$ cat src/rtl/demux4_dist_pkg.sv
// Shared constants and lane-state type for the four-lane distributing demux.
package demux4_dist_pkg;

  localparam int LANES  = 4;
  localparam int SEL_W  = 2;
  localparam int DROP_W = 8;

  localparam logic [DROP_W-1:0] DROP_MAX = '1;

  typedef enum logic {
    EMPTY = 1'b0,
    FULL  = 1'b1
  } lane_state_e;

endpackage

$ cat src/rtl/demux_lane.sv
// One output lane: a single-word holding register with EMPTY/FULL state.
//
//   state | meaning
//   ------+---------------------------------------------
//   EMPTY | no word held, out_valid_o low
//   FULL  | word held on out_data_o, waiting for consumer
module demux_lane
  import demux4_dist_pkg::*;
#(
  parameter int W = 8
) (
  input  logic         clk,
  input  logic         rst_n,
  input  logic         wr_en_i,
  input  logic [W-1:0] wr_data_i,
  input  logic         out_ready_i,
  output logic         out_valid_o,
  output logic [W-1:0] out_data_o
);

  lane_state_e  state_q, state_d;
  logic [W-1:0] data_q, data_d;

  // A write wins over a drain on the same edge, giving pass-through at full rate.
  always_comb begin
    state_d = state_q;
    data_d  = data_q;
    if (wr_en_i) begin
      state_d = FULL;
      data_d  = wr_data_i;
    end else if (state_q == FULL && out_ready_i) begin
      state_d = EMPTY;
    end
  end

  always_ff @(posedge clk or negedge rst_n) begin
    if (!rst_n) begin
      state_q <= EMPTY;
      data_q  <= '0;
    end else begin
      state_q <= state_d;
      data_q  <= data_d;
    end
  end

  assign out_valid_o = (state_q == FULL);
  assign out_data_o  = data_q;

endmodule

$ cat src/rtl/demux4_dist.sv
// Four-lane demultiplexer: steers each accepted word into the selected lane
// holding register and counts back-pressure stalls (saturating).
module demux4_dist
  import demux4_dist_pkg::*;
#(
  parameter int W = 8
) (
  input  logic              clk,
  input  logic              rst_n,
  input  logic              in_valid,
  output logic              in_ready,
  input  logic [SEL_W-1:0]  in_select,
  input  logic [W-1:0]      in_data,
  output logic              out_valid_0,
  output logic              out_valid_1,
  output logic              out_valid_2,
  output logic              out_valid_3,
  input  logic              out_ready_0,
  input  logic              out_ready_1,
  input  logic              out_ready_2,
  input  logic              out_ready_3,
  output logic [W-1:0]      out_data_0,
  output logic [W-1:0]      out_data_1,
  output logic [W-1:0]      out_data_2,
  output logic [W-1:0]      out_data_3,
  output logic [DROP_W-1:0] drop_count
);

  logic [LANES-1:0] lane_ready;
  logic [LANES-1:0] lane_valid;
  logic [LANES-1:0] lane_wr;
  logic [W-1:0]     lane_data [LANES];
  logic [DROP_W-1:0] drop_q, drop_d;

  assign lane_ready = {out_ready_3, out_ready_2, out_ready_1, out_ready_0};

  // Independent of in_valid so the source may wait on it before offering.
  assign in_ready = !lane_valid[in_select] || lane_ready[in_select];

  always_comb begin
    lane_wr = '0;
    lane_wr[in_select] = in_valid && in_ready;
  end

  for (genvar n = 0; n < LANES; n++) begin : g_lane
    demux_lane #(.W(W)) u_lane (
      .clk         (clk),
      .rst_n       (rst_n),
      .wr_en_i     (lane_wr[n]),
      .wr_data_i   (in_data),
      .out_ready_i (lane_ready[n]),
      .out_valid_o (lane_valid[n]),
      .out_data_o  (lane_data[n])
    );
  end

  always_comb begin
    drop_d = drop_q;
    if (in_valid && !in_ready && drop_q != DROP_MAX) drop_d = drop_q + 1'b1;
  end

  always_ff @(posedge clk or negedge rst_n) begin
    if (!rst_n) drop_q <= '0;
    else        drop_q <= drop_d;
  end

  assign drop_count  = drop_q;
  assign out_valid_0 = lane_valid[0];
  assign out_valid_1 = lane_valid[1];
  assign out_valid_2 = lane_valid[2];
  assign out_valid_3 = lane_valid[3];
  assign out_data_0  = lane_data[0];
  assign out_data_1  = lane_data[1];
  assign out_data_2  = lane_data[2];
  assign out_data_3  = lane_data[3];

endmodule
$ cat config.mk
export PLATFORM = sky130hd
export DESIGN_NAME = demux4_dist
export DESIGN_NICKNAME = d
export VERILOG_FILES = /design/src/rtl/demux4_dist_pkg.sv /design/src/rtl/demux_lane.sv /design/src/rtl/demux4_dist.sv
export SDC_FILE = /design/constraint.sdc
export NUM_CORES = 1
export LEC_CHECK = 0
export CAP_MARGIN = 15
export CORE_AREA = 3 3 79 89
export CTS_CLUSTER_SIZE = 10
export DETAILED_ROUTE_END_ITERATION = 16
export DIE_AREA = 0 0 82 92
export GPL_TIMING_DRIVEN = 0
export HOLD_SLACK_MARGIN = 0.05
export PLACE_DENSITY = 0.54
export SYNTH_ARGS = -nofsm -noshare
export SYNTH_HDL_FRONTEND = slang
export SYNTH_HIERARCHICAL = 1
export SYNTH_SLANG_ARGS = --single-unit
$ cat constraint.sdc
create_clock -name clk -period 2.4 [get_ports clk]
set_input_delay 0.48 -clock clk [delete_from_list [all_inputs] [get_ports clk]]
set_output_delay 0.48 -clock clk [all_outputs]
set_load 0.05 [all_outputs]
==> qor.csv <==
stage,metric,value,unit
die,std_cell_rows,30,
cells_and_area,antenna-diode-count,0,
grt,globalRouteOverflowTotal,0,
timing,post-route-period-util,0.970,
worst_setup_path,setup.worst_path.class,in2out,
worst_setup_path,cp.required,1920,ps
timing,setup_ws,70.9,ps
logic_synthesis,netlist_area,1980,µm²
logic_synthesis,syn_nets,145,
timing,clock.fmax,429,MHz
worst_setup_path,setup.worst_path.start_class,input port,
run_status,run_status,"complete, no violations",
routing,detail-route-antenna-nets,0,
placement,post-dp-hpwl,3230,µm
routing,wl_per_cell,16.3,µm
worst_hold_path,hp-class,in2async,
power_and_ir_drop,seq_power_share,0.360,
cells_and_area,share_of_post_route_cells_with_drive_strength_above_1,0.281,
clocking,cts-root-to-sink-buffers,2,
timing,slew_headroom,0.651,
timing,fin_skew,3.96,ps
die,die_h,92,µm
grt,via_count_of_the_first_global_routing_pass,1401,
routing,routed_wirelength,4490,µm
logic_synthesis,netlist_instances,127,
logic_synthesis,area_share_of_the_largest_cell_type_after_synthesis,0.557,
clocking,clock_tree_from_tritoncts,done,
logic_synthesis,synth.avg_cell_area,15.6,µm²
timing,post_route_setup_tns,0,ps
routing,drt_pass1_iterations,3,
logic_synthesis,seq_area_frac_synth,0.557,
logic_synthesis,yosysWarningCount,6,
power_and_ir_drop,worst_ir_drop_on_vdd,0.000438,V
timing,timing.hold.ws,141,ps
routing,drt_iter0_markers,36,
worst_setup_path,path_buf_inv,2,
worst_setup_path,critPathSlowestCell,mux4_2,
worst_setup_path,critPathCaptureType,output port,
clocking,cts-buffers-inserted,5,
worst_setup_path,cp_top_family,buffers and inverters,
timing,finalHoldViolCount,0,
cells_and_area,fin_util,0.460,
clocking,insertion_delay,290,ps
worst_setup_path,critical_path_peak_fanout,5,
logic_synthesis,synth_area_leader_cell,dfrtp_1,
die,io-pin-count,62,
logic_synthesis,ys.flop_type,dfrtp_1,
clocking,sinks_on_clock_net,44,
power_and_ir_drop,power_per_cell_area,989,nW/µm²
placement,gpl.final_weighted_congestion,0.854,
timing,tightest_slew,521,ps
clocking,clockRootBuffer,clkbuf_8,
power_and_ir_drop,power_switching,1050,µW
power_and_ir_drop,finalPower,2800,µW
logic_synthesis,synth.ff_latch_count,44,
logic_synthesis,yosysMostFrequentCell,dfrtp_1,
die,floorplan.initialDensity,0.321,
die,fp.coreArea,6160,µm²
grt,global_route_wire_length_before_repair,7210,µm
die,die_w,82,µm
logic_synthesis,synth_area_leaders,"dfrtp_1 56%, mux2_4 24%, buf_6 2.3%",
worst_setup_path,critPathMaxStageDelay,570,ps
routing,drt-vias-per-instance,4.71,
job,cap_viol_max_count,0,
routing,remaining_drc_errors,0,
logic_synthesis,synth-async-reset-ratio,1.00,
grt,grt_start_max_net_pins,27,
routing,dr_total_vias,1299,
timing,period_minus_slack,2330,ps
grt,gr-usage-all-layers,0.125,
power_and_ir_drop,power.internal,1750,µW
clocking,clk_transition_reported_paths,80,ps
power_and_ir_drop,static-leakage-power,0.00126,µW
placement,numPortBuffers,60,
worst_setup_path,cp_data_arrival_time,1850,ps
worst_setup_path,critical_path.cell_chain,"clkdlybuf4s50_1, mux4_2, buf_2",
cells_and_area,areaGrowthSynthToFinish,43.2,%
logic_synthesis,synth_common_cells,"44 x dfrtp_1, 32 x mux2_4, 5 x xor2_1",
cells_and_area,final_nets,214,
logic_synthesis,synth_enable_flop_cells,0,
worst_setup_path,crit_cells,3,
grt,grt_antenna_before_repair,0,
timing,timing_max_transition_violations_final,0,
power_and_ir_drop,switching_share,0.375,
clocking,clock_tree.htree_level_count,2,
die,design.die.area,7540,µm²
power_and_ir_drop,power_frac_comb,0.409,
power_and_ir_drop,power_frac_clock,0.231,
timing,report.final.setup_viol,0,
placement,placement.setup.worst_slack,-528,ps
timing,rsz0062_at_grt,false,
worst_setup_path,reg2reg_depth,5,
logic_synthesis,synth_cell_types,23,
[cell families after synthesis]
group / synth area share
flip-flops: 0.557
multiplexers: 0.272
AND/OR/NAND/NOR: 0.0930
buffers and inverters: 0.0323
XOR/XNOR: 0.0222
AO/OA/AOI/OAI: 0.0177
adder cells (fa/ha/maj): 0.00633
[final cells by class]
type                            count  area [µm²]
Timing Repair Buffer               62         626
Clock buffer                        5        68.8
Clock inverter                      2        60.1
Tap cell                           80         100
Inverter                            4        15.0
Multi-Input combinational cell     74         812
Fill cell                         554        3320
Buffer                              5        48.8
Sequential cell                    44        1100
[power groups by stage]
stage	registers (µW)	clock network, µW	logic (µW)
after detailed placement	1020	0	1150
after global routing	1030	701	1200
after CTS	1010	671	1160
after floorplan	1510	0	243
final	1010	646	1150
after global placement	1010	0	1140
[per-stage QoR]
stage	cell area, µm²	std cells
3_3_place_gp	2680	267
3_5_place_dp	2700	268
2_1_floorplan	1980	127
6_report	2830	276
4_1_cts	2830	276
5_1_grt	2830	276
[routing by layer]
| metal | up-vias | track usage | share of wire |
|---|---|---|---|
| li1 | 593 | - | - |
| met1 | 655 | 0.164 | 0.45 |
| met2 | 47 | 0.202 | 0.48 |
| met3 | 4 | 0.0363 | 0.064 |
| met4 | 0 | 0.0249 | 0.0067 |
| met5 | - | 0 | 0 |
[path summary, 6_finish.rpt]
| kind | startpoint | to | slack [ps] |
|---|---|---|---|
| worst min register to register | g_lane[2].u_lane/out_data_o[7] | g_lane[2].u_lane/out_data_o[7] | 520 |
| min in group clk | g_lane[2].u_lane/out_data_o[7] | g_lane[2].u_lane/out_data_o[7] | 520 |
| max in group asynchronous | rst_n | g_lane[2].u_lane/out_data_o[5] | 1770 |
| worst max-delay path | in_select[1] | in_ready | 70 |
| worst min-delay path | rst_n | g_lane[2].u_lane/out_data_o[2] | 140 |
| worst max register to register | g_lane[2].u_lane/out_valid_o | drop_count[7] | 460 |
[cell usage in the layout, fill, tap and decap left out]
cell type / instances
nor4b_2: 1
nor4bb_1: 1
inv_1: 4
nor2_1: 2
buf_16: 1
nor3b_2: 1
a21o_2: 4
buf_6: 4
nor3_1: 3
xor2_1: 5
mux4_2: 1
buf_2: 2
clkbuf_8: 5
ha_1: 1
dfrtp_1: 44
and4_1: 1
mux2_1: 3
nand2_1: 4
nand2b_1: 4
clkdlybuf4s50_1: 58
nand2b_4: 1
nor4_1: 2
mux2_4: 32
clkbuf_1: 1
bufinv_16: 2
nand3_1: 4
nand4_1: 3
buf_4: 1
and4b_1: 1
[state kept, by name, summed over array words and instances (netlist names)]
| signal | cells |
|---|---|
| g_lane.u_lane/out_valid_o | 4 |
| drop_count | 8 |
| g_lane.u_lane/out_data_o | 32 |
[what timing repair did]
item,CTS,global route
gates resized for setup,5,0
endpoints found under the setup margin,1,0
hold buffers,0,0
setup buffers,1,0
(Power assumes the default switching activity.)
